[config.mk]
export PLATFORM = sky130hd
export DESIGN_NAME = cdb_arbiter
export DESIGN_NICKNAME = d
export VERILOG_FILES = /design/src/rtl/cdb_arbiter.sv
export SDC_FILE = /design/constraint.sdc
export NUM_CORES = 1
export LEC_CHECK = 0
export CAP_MARGIN = 20
export CELL_PAD_IN_SITES_DETAIL_PLACEMENT = 1
export CELL_PAD_IN_SITES_GLOBAL_PLACEMENT = 1
export CORE_MARGIN = 5
export CORE_UTILIZATION = 39
export DETAILED_ROUTE_END_ITERATION = 12
export HOLD_SLACK_MARGIN = 0.06
export PLACE_DENSITY_LB_ADDON = 0.1
export SLEW_MARGIN = 10
export SYNTH_ARGS = -nofsm -noshare
export SYNTH_HDL_FRONTEND = slang
export SYNTH_SLANG_ARGS = --single-unit
[constraint.sdc]
create_clock -name clk_in -period 5.55 [get_ports clk_in]
set_clock_uncertainty 0.2 [all_clocks]
set_input_delay 1.11 -clock clk_in [delete_from_list [all_inputs] [get_ports clk_in]]
set_output_delay 1.11 -clock clk_in [all_outputs]
set_load 0.01 [all_outputs]
[src/rtl/cdb_arbiter.sv]
// Common-data-bus arbiter: two result FIFOs (ALU, LSB) granted one per cycle onto a registered bus.
// Build option CDB_ARB_FIXED_PRIO_EN: LSB always wins a tie instead of round-robin.
module cdb_arbiter #(
   parameter int ROB_WIDTH   = 4,
   parameter int QUEUE_WIDTH = 1
) (
   input  logic                 clk_in,
   input  logic                 rst_in,
   input  logic                 rdy_in,
   input  logic                 clr_in,

   input  logic                 alu_valid,
   input  logic [ROB_WIDTH-1:0] alu_rob_index,
   input  logic [31:0]          alu_val,
   input  logic                 alu_actual_br,
   input  logic [31:0]          alu_pc_jump,
   output logic                 alu_full,

   input  logic                 lsb_valid,
   input  logic [ROB_WIDTH-1:0] lsb_rob_index,
   input  logic [31:0]          lsb_val,
   output logic                 lsb_full,

   output logic                 cdb_valid,
   output logic                 cdb_src,
   output logic [ROB_WIDTH-1:0] cdb_rob_index,
   output logic [31:0]          cdb_val,
   output logic                 cdb_actual_br,
   output logic [31:0]          cdb_pc_jump
);

   localparam int                     DEPTH    = 2**QUEUE_WIDTH;
   localparam logic [QUEUE_WIDTH:0]   CNT_FULL = (QUEUE_WIDTH+1)'(DEPTH);
   localparam logic [QUEUE_WIDTH:0]   CNT_ONE  = (QUEUE_WIDTH+1)'(1);
   localparam logic [QUEUE_WIDTH-1:0] PTR_ONE  = QUEUE_WIDTH'(1);

   logic [ROB_WIDTH-1:0]   alu_q_rob  [DEPTH];
   logic [31:0]            alu_q_val  [DEPTH];
   logic                   alu_q_br   [DEPTH];
   logic [31:0]            alu_q_jump [DEPTH];
   logic [QUEUE_WIDTH-1:0] alu_head;
   logic [QUEUE_WIDTH-1:0] alu_tail;
   logic [QUEUE_WIDTH:0]   alu_cnt;

   logic [ROB_WIDTH-1:0]   lsb_q_rob  [DEPTH];
   logic [31:0]            lsb_q_val  [DEPTH];
   logic [QUEUE_WIDTH-1:0] lsb_head;
   logic [QUEUE_WIDTH-1:0] lsb_tail;
   logic [QUEUE_WIDTH:0]   lsb_cnt;

   logic alu_ne;
   logic lsb_ne;
   logic grant_alu;
   logic grant_lsb;
   logic alu_push;
   logic lsb_push;
   logic upd_en;

   assign alu_ne   = (alu_cnt != '0);
   assign lsb_ne   = (lsb_cnt != '0);
   assign alu_full = (alu_cnt == CNT_FULL);
   assign lsb_full = (lsb_cnt == CNT_FULL);
   assign upd_en   = rdy_in && !rst_in && !clr_in;

`ifdef CDB_ARB_FIXED_PRIO_EN
   assign grant_lsb = lsb_ne;
`else
   // last_grant = 1 means the LSB was served last, so the ALU wins the next tie
   logic last_grant;

   assign grant_lsb = lsb_ne && (!alu_ne || !last_grant);

   always_ff @(posedge clk_in) begin
      if (rst_in || clr_in) begin
         last_grant <= 1'b1;
      end else if (rdy_in && (grant_alu || grant_lsb)) begin
         last_grant <= grant_lsb;
      end
   end
`endif

   assign grant_alu = alu_ne && !grant_lsb;

   // A full FIFO still takes a push when its head leaves in the same cycle
   assign alu_push = alu_valid && (!alu_full || grant_alu);
   assign lsb_push = lsb_valid && (!lsb_full || grant_lsb);

   always_ff @(posedge clk_in) begin
      if (upd_en) begin
         if (alu_push) begin
            alu_q_rob[alu_tail]  <= alu_rob_index;
            alu_q_val[alu_tail]  <= alu_val;
            alu_q_br[alu_tail]   <= alu_actual_br;
            alu_q_jump[alu_tail] <= alu_pc_jump;
         end
         if (lsb_push) begin
            lsb_q_rob[lsb_tail] <= lsb_rob_index;
            lsb_q_val[lsb_tail] <= lsb_val;
         end
      end
   end

   always_ff @(posedge clk_in) begin
      if (rst_in || clr_in) begin
         alu_head      <= '0;
         alu_tail      <= '0;
         alu_cnt       <= '0;
         lsb_head      <= '0;
         lsb_tail      <= '0;
         lsb_cnt       <= '0;
         cdb_valid     <= 1'b0;
         cdb_src       <= 1'b0;
         cdb_rob_index <= '0;
         cdb_val       <= '0;
         cdb_actual_br <= 1'b0;
         cdb_pc_jump   <= '0;
      end else if (rdy_in) begin
         if (alu_push) begin
            alu_tail <= alu_tail + PTR_ONE;
         end
         if (grant_alu) begin
            alu_head <= alu_head + PTR_ONE;
         end
         if (alu_push && !grant_alu) begin
            alu_cnt <= alu_cnt + CNT_ONE;
         end else if (!alu_push && grant_alu) begin
            alu_cnt <= alu_cnt - CNT_ONE;
         end

         if (lsb_push) begin
            lsb_tail <= lsb_tail + PTR_ONE;
         end
         if (grant_lsb) begin
            lsb_head <= lsb_head + PTR_ONE;
         end
         if (lsb_push && !grant_lsb) begin
            lsb_cnt <= lsb_cnt + CNT_ONE;
         end else if (!lsb_push && grant_lsb) begin
            lsb_cnt <= lsb_cnt - CNT_ONE;
         end

         if (grant_alu) begin
            cdb_valid     <= 1'b1;
            cdb_src       <= 1'b0;
            cdb_rob_index <= alu_q_rob[alu_head];
            cdb_val       <= alu_q_val[alu_head];
            cdb_actual_br <= alu_q_br[alu_head];
            cdb_pc_jump   <= alu_q_jump[alu_head];
         end else if (grant_lsb) begin
            cdb_valid     <= 1'b1;
            cdb_src       <= 1'b1;
            cdb_rob_index <= lsb_q_rob[lsb_head];
            cdb_val       <= lsb_q_val[lsb_head];
            cdb_actual_br <= 1'b0;
            cdb_pc_jump   <= '0;
         end else begin
            cdb_valid <= 1'b0;
         end
      end
   end

endmodule

# After elaboration in Yosys (flattened, before gate mapping)
# Memory sizes are Yosys's and may differ from the RTL's. A register that Yosys moved wholly into a read port is not among the register bits.
# Cells that the tools add are included.
# op_classes
n_reduce_logical	38
add_sub_neg	8
eq_ne	2
mux	34
# op_table
operator	count
2-to-1 mux 32 bit	4
2-to-1 mux 1 bit	24
AND reduction 2 bit	7
logical AND 1 bit	11
logical NOT 1 bit	10
nonzero test 2 bit	5
2-to-1 mux 2 bit	4
2-to-1 mux 4 bit	2
logical OR 1 bit	5
adder 1 bit (second input constant)	4
adder 2 x 1 -> 2 bit (second input constant)	2
== test 2 bit (second input constant)	2
subtractor 2 x 1 -> 2 bit (second input constant)	2
# totals
ramBits	210
wordCells	101
input_bits	111
out_inout_bits	73
mem_count	6
ff_bits	80
# mem_list
name	depth	width	read_ports	rd_ports_with_merged_regs	write_ports	line	source
alu_q_jump	2	32	1	1	1	40	logic [31:0] alu_q_jump [DEPTH];
alu_q_val	2	32	1	1	1	38	logic [31:0] alu_q_val [DEPTH];
lsb_q_val	2	32	1	1	1	46	logic [31:0] lsb_q_val [DEPTH];
alu_q_rob	2	4	1	1	1	37	logic [ROB_WIDTH-1:0] alu_q_rob [DEPTH];
lsb_q_rob	2	4	1	1	1	45	logic [ROB_WIDTH-1:0] lsb_q_rob [DEPTH];
alu_q_br	2	1	1	1	1	39	logic alu_q_br [DEPTH];

# Longest topological paths before layout
# Gate-level depths: netlist of the first run.
# logic_depth
word_depth	12
ltp_mapped	9
depth_no_buf	6

# Least setup slack after synthesis of the first run
# Ideal clock, no wire load.
# synth_timing
path_type	input-to-reg
startpoint	input rdy_in
endpoint	memory alu_q_br[0] (enable)
n_path_buf	2
t_required_ns	4.854
arrival_ns	4.724
path_slack_ns	0.130
path_stages	4
setup_ns	0.496
cell_sequence	clkbuf_1 -> clkbuf_1 -> o211ai_1 -> nor2_1
# synth_via
elab_chain_cells	4
# synth_lines
item	line	source
start: declaration	9	input logic rdy_in,
logical AND 1 bit (2 in a row)	63	assign upd_en = rdy_in && !rst_in && !clr_in;
2-to-1 mux 1 bit	89	if (upd_en) begin
2-to-1 mux 1 bit (implied by the code)	93	alu_q_br[alu_tail] <= alu_actual_br;
end: declaration	39	
# No other way between the ends.

# Final worst setup path of the first run
# layout_timing
startpoint	register lsb_cnt[0]
endpoint	output lsb_full
# layout_via
elab_chain_cells	1
# layout_lines
item	line	source
start: declaration	49	logic [QUEUE_WIDTH:0] lsb_cnt;
start signal: assignment	137	lsb_cnt <= lsb_cnt + CNT_ONE;
start signal: assignment	139	lsb_cnt <= lsb_cnt - CNT_ONE;
== test 2 bit	62	assign lsb_full = (lsb_cnt == CNT_FULL);
end: declaration	22	output logic lsb_full,
# No other way between the ends.

==> impl_metrics.csv, run 1 <==
group,metric,value,unit
yosys,yosys_warnings,0,
yosys,ys_seq_elements,292,
worst_setup_path,crit_fanout,8,
worst_hold_path,hp-class,"reg2reg",
clock_tree,ctsResizeCount,0,
yosys,synth_area_per_cell,14.3,sq um
worst_setup_path,crit_path_end_kind,"primary output",
outcome,outcome,"finished clean",
global_route,grt_overflow_total,0,
sta,min_period,3.23,ns
floorplanning,die_w,178,um
yosys,synth_area,0.0111,sq mm
finish,area_growth,28.3,%
place,dp.final_hpwl,17400,um
power_and_ir_drop,ir_drop,0.159,mV
detailed_routing,route.detailed.drc,0,
sta,hold_viol,0,
clock_tree,cts.sinks,292,
clock_tree,clk_latency,0.55,ns
sta,fin_crit_sh,0.582,
place,dp.cells,1272,
finish,diodes,0,
finish,regArea,0.00795,sq mm
sta,worst_pin_slew,0.993,ns
clock_tree,clockBufferDepth,3,
power_and_ir_drop,pwr-share-clk,0.422,
place,gp_congestion,0.758,
clock_tree,path_clk_slew,0.06,ns
floorplanning,coreArea,0.0279,sq mm
power_and_ir_drop,comb_power_share,0.060,
finish,multi_input_area,0.00285,sq mm
place,portBuffers,183,
detailed_routing,vias,7135,
power_and_ir_drop,p_int,3640,uW
clock_tree,post-cts-setup-buffers,0,
yosys,synth_cell_types,34,
power_and_ir_drop,pwr-share-seq,0.517,
sta,setup_viol,0,
yosys,seq_area_frac_synth,0.718,
clock_tree,clockRootBuffer,"clkbuf_16",
floorplanning,initial_core_util,0.396,
floorplanning,num_rows,61,
place,placed_area,0.0132,sq mm
detailed_routing,drt-wirelength-per-cell,21.3,um
sta,fin_hold_ws,0.252,ns
worst_setup_path,arrival,1.92,ns
yosys,synth_nets,887,
global_route,grt_pass1_vias,7749,
detailed_routing,finalWirelength,28400,um
sta,fin_tns_setup,0,ns
sta,rsz0062_at_grt,"no",
floorplanning,io_pins,184,
detailed_routing,antenna_left,0,
finish,postLayoutCellArea,0.0142,sq mm
yosys,synth_cells,774,
yosys,async_reset_ff_frac,0,
finish,nFillCells,2790,
power_and_ir_drop,switching_share,0.208,
worst_setup_path,worstPathRequired,4.24,ns
finish,drive_gt1_frac,0.104,
sta,max_slew_margin,0.338,
detailed_routing,vias_per_cell,5.36,
floorplanning,die_area,0.0318,sq mm
global_route,grt_usage,0.177,
clock_tree,hold_buffers,0,
global_route,grt_max_degree,106,
run,maxCapViolCount,0,
yosys,synth-edff-count,210,
global_route,antenna_found_initial,0,
clock_tree,cts_buffers,31,
floorplanning,fp.dieH,178,um
power_and_ir_drop,leakagePower,0.00448,uW
sta,clock.fmax,0.310,GHz
global_route,grt_pass1_wl,44000,um
clock_tree,cts_tree,"done",
worst_setup_path,crit_path_start_kind,"flop",
clock_tree,htreeDepth,1,
finish,finalNonFillerCells,1332,
detailed_routing,first_pass_iters,5,
finish,nNetsFinal,1043,
power_and_ir_drop,switching_power,958,uW
yosys,ys.flop_type,"edfxtp_1",
sta,slew_violations,0,
power_and_ir_drop,cellPowerDensity,324,mW/mm^2
worst_setup_path,critPathKind,"reg2out",
detailed_routing,drt_iter0_markers,438,
## logic make-up after synthesis
kind of cell	count (synthesis)	share of synthesized area
muxes	35	0.0354
AOI/OAI and AO/OA	165	0.112
adders and majority gates	2	0.00226
buffers and inverters	74	0.0285
DFF	292	0.718
xor gates and xnor gates	4	0.00317
and+or+nand+nor	202	0.101
## per-stage QoR
| stage | setup WS, ns | util | total power [uW] |
|---|---|---|---|
| 2_1_floorplan | 0.130 | - | 2540 |
| 3_3_place_gp | 1.74 | 0.472 | 2700 |
| 3_5_place_dp | 1.65 | 0.472 | 2710 |
| 4_1_cts | 2.21 | 0.506 | 4660 |
| 5_1_grt | 2.20 | 0.508 | 4790 |
| 6_report | 2.32 | 0.508 | 4600 |
## worst paths after layout
kind / end / cells after the start / slack (ns) / from
worst max register to register: alu_q_val[1][27] / 5 / 2.48 / lsb_cnt[0]
worst min register to register: cdb_pc_jump[31] / 2 / 0.25 / cdb_pc_jump[31]
worst max-delay path: lsb_full / 3 / 2.32 / lsb_cnt[0]
worst min-delay path: cdb_pc_jump[31] / 2 / 0.25 / cdb_pc_jump[31]
## critical path, stage by stage, from the launching register on
cell	delay [ns]
dfxtp_1	0.58
nand2b_1	0.22
inv_1	0.09
clkdlybuf4s50_1	0.48
## synthesized netlist by cell type, drive strengths merged (7+ instances only)
library cell / count / area share
edfxtp: 210 / 0.57
dfxtp: 82 / 0.15
nor2b: 72 / 0.041
clkbuf: 48 / 0.016
a21oi: 41 / 0.019
nand2: 38 / 0.013
o31ai: 38 / 0.026
a2111oi: 36 / 0.028
a221oi: 36 / 0.028
nand3: 36 / 0.016
mux2: 33 / 0.034
nand4: 33 / 0.019
buf: 23 / 0.011
nor2: 7 / 0.0024
## power groups by stage
stage          logic, uW  registers, uW  clock network [uW]
2_1_floorplan        119           2430                   0
3_3_place_gp         266           2430                   0
3_5_place_dp         275           2430                   0
4_1_cts              277           2390                2000
5_1_grt              301           2380                2110
6_report             277           2380                1940
## per-layer routing
metal	up-vias	track usage	wire length, um
met5	-	0	0
met4	0	0.0473	637
met3	46	0.0307	1520
met2	177	0.305	14200
met1	3584	0.231	12000
li1	3328	-	-
## placed cells by master, fill, tap and decap left out, types with 3 or more instances in the layout
cell and instances:
a2111oi_0 36, nor2_1 3, buf_4 8, nand3_1 36, clkinv_2 4, mux2_2 33, nand2_1 38, clkbuf_16 31
dfxtp_1 80, o21ai_0 4, xor2_1 4, nor2b_1 72, a221oi_1 36, a21oi_1 41, nand4_1 33, nor2_4 4
clkdlybuf4s50_1 182, inv_1 3, nand2b_1 4, edfxtp_1 210, o21a_1 3, clkbuf_1 15, o31ai_1 38, or3_1 4
## flip-flops by register name (all words and copies together), names as in the netlist, 4 cells and up, named ones only
| register | cells |
|---|---|
| cdb_pc_jump | 32 |
| alu_q_rob | 8 |
| alu_q_val | 64 |
| lsb_q_rob | 8 |
| alu_q_jump | 64 |
| cdb_rob_index | 4 |
| lsb_q_val | 64 |
| cdb_val | 32 |
## final cells by class
cell class / instances / area share
Sequential cell: 292 / 0.560
Inverter: 3 / 0.000793
Clock buffer: 48 / 0.0605
Tap cell: 378 / 0.0333
Clock inverter: 9 / 0.00670
Multi-Input combinational cell: 408 / 0.201
Timing Repair Buffer: 194 / 0.138
Power figures use the tool's default switching activity.
==> run 2: changes to the inputs <==
==> constraint.sdc (replaced) <==
create_clock -name clk_in -period 2.7 [get_ports clk_in]
set_clock_uncertainty 0.2 [all_clocks]
set_input_delay 0.54 -clock clk_in [delete_from_list [all_inputs] [get_ports clk_in]]
set_output_delay 0.54 -clock clk_in [all_outputs]
set_load 0.01 [all_outputs]
==> run 2 against run 1 <==
Utilization is 1.1 points higher. Non-clock buffer count is 10 higher. Worst setup slack worse by 2.2 ns. Via count is 1.4% higher. Worst hold slack worse by 0.0075 ns. Critical path type unchanged. Largest cell class unchanged.
==> impl_metrics.csv, run 2 (synthesized netlist as in run 1, its figures left out) <==
group,metric,value,unit
detailed_routing,finalWirelength,28800,um
outcome,outcome,"finished clean",
detailed_routing,vias,7236,
clock_tree,post-cts-setup-buffers,0,
sta,max_slew_margin,0.365,
worst_setup_path,cp_top_family,"buffers and inverters",
worst_setup_path,cp_slowest_cell,"dfxtp_1",
sta,rsz0062_at_grt,"no",
finish,final_cell_mix,"210 x edfxtp_1, 182 x clkdlybuf4s50_1, 79 x dfxtp_1, 72 x nor2b_1, 41 x a21oi_1",
detailed_routing,vias_per_cell,5.36,
floorplanning,fp.dieH,178,um
detailed_routing,drt_iter0_markers,366,
global_route,grt_pass1_wl,44300,um
sta,min_period,2.62,ns
global_route,grt_overflow_total,0,
global_route,grt_usage,0.180,
finish,largest_registers,"alu_q_jump (64), alu_q_val (64), lsb_q_val (64)",
worst_setup_path,crit_path_start_kind,"flop",
worst_setup_path,crit_path_end_kind,"primary output",
clock_tree,cts_tree,"done",
worst_hold_path,hp-class,"in2reg",
place,portBuffers,183,
finish,final_common_cell,"edfxtp_1",
worst_setup_path,slowest_delay,0.57,ns
worst_setup_path,crit_fanout,8,
finish,area_growth,31.0,%
detailed_routing,route.detailed.drc,0,
clock_tree,clockRootBuffer,"clkbuf_16",
place,dp.cells,1285,
clock_tree,htreeDepth,2,
global_route,grt_pass1_vias,7855,
floorplanning,io_pins,184,
sta,worst_pin_slew,0.951,ns
sta,hold_viol,0,
floorplanning,coreArea,0.0279,sq mm
finish,finalNonFillerCells,1349,
floorplanning,die_area,0.0318,sq mm
finish,nNetsFinal,1057,
sta,setup_viol,0,
power_and_ir_drop,leakagePower,0.00463,uW
floorplanning,num_rows,61,
detailed_routing,antenna_left,0,
worst_setup_path,critPathKind,"reg2out",
sta,clock.fmax,0.382,GHz
floorplanning,die_w,178,um
clock_tree,clockBufferDepth,3,
floorplanning,initial_core_util,0.396,
finish,multi_input_area,0.00285,sq mm
power_and_ir_drop,ir_drop,0.487,mV
place,gp_congestion,0.782,
finish,nFillCells,2784,
global_route,grt_max_degree,72,
power_and_ir_drop,cellPowerDensity,688,mW/mm^2
finish,regArea,0.00795,sq mm
worst_setup_path,path_cells,"nand2b_1 > inv_1 > clkdlybuf4s50_1",
clock_tree,cts_buffers,35,
worst_setup_path,cp_num_buf_inv,2,
worst_setup_path,arrival,1.88,ns
worst_setup_path,worstPathRequired,1.96,ns
finish,drive_gt1_frac,0.123,
clock_tree,clk_latency,0.50,ns
run,maxCapViolCount,0,
clock_tree,cts.sinks,292,
detailed_routing,drt-wirelength-per-cell,21.4,um
clock_tree,path_clk_slew,0.06,ns
sta,fin_tns_setup,0,ns
detailed_routing,first_pass_iters,4,
global_route,antenna_found_initial,0,
place,dp.final_hpwl,18600,um
sta,slew_violations,0,
sta,fin_crit_sh,0.969,
[run 2: cell count changes in the layout (fill, tap and decap cells not counted), sizes merged]
cell    previous run  this run
buf               12        22
bufinv             2         1
clkbuf            48        55
diode              0         1
[run 2: per-layer routing]
layer | wire (um) | GRT usage
met5 | 0 | 0
met4 | 503 | 0.0476
met3 | 1480 | 0.0343
met2 | 14700 | 0.317
met1 | 12200 | 0.227
[run 2: metrics by stage]
| step | hold slack [ns] | utilization | area [sq um] | setup WS, ns | total power, uW |
|---|---|---|---|---|---|
| finish | 0.245 | 0.519 | 14500 | 0.0834 | 9970 |
| global route | 0.255 | 0.519 | 14500 | 0.00794 | 10300 |
| CTS | 0.227 | 0.519 | 14500 | 0.0649 | 10100 |
| detailed placement | 0.249 | 0.479 | 13400 | 0.0855 | 5580 |
| global placement | 0.240 | 0.479 | 13400 | 0.181 | 5550 |
| floorplan | 0.243 | - | 11100 | 0.00223 | 5230 |
[run 2: report_power, final]
| group | switching, uW | internal (uW) |
|---|---|---|
| clock | 1720 | 2770 |
| sequential | 38.7 | 4860 |
| combinational | 300 | 279 |
[run 2: repair_timing]
action                                  CTS  global route
endpoints found under the setup margin    0             1
hold buffers                              0             0
gates resized for setup                   0             1
endpoints found under the hold margin     0             0
[run 2: path summary, 6_finish.rpt]
kind / slack [ns] / startpoint / cells past startpoint / to
worst max-delay path: 0.08 / alu_cnt[0] / 3 / alu_full
worst min-delay path: 0.24 / rdy_in / 2 / cdb_src
worst max register to register: 0.34 / alu_cnt[0] / 6 / alu_cnt[1]
worst min register to register: 0.25 / cdb_pc_jump[1] / 2 / cdb_pc_jump[1]
[run 2: final cells by class]
| class | instances | area share |
|---|---|---|
| repair buffers | 204 | 0.144 |
| well taps | 378 | 0.0326 |
| clock buffers | 55 | 0.0727 |
| inverters | 3 | 0.000777 |
| clock inverters | 8 | 0.00449 |
| flip-flops and latches | 292 | 0.549 |
| diodes | 1 | 0.000173 |
| multi-input cells | 408 | 0.197 |
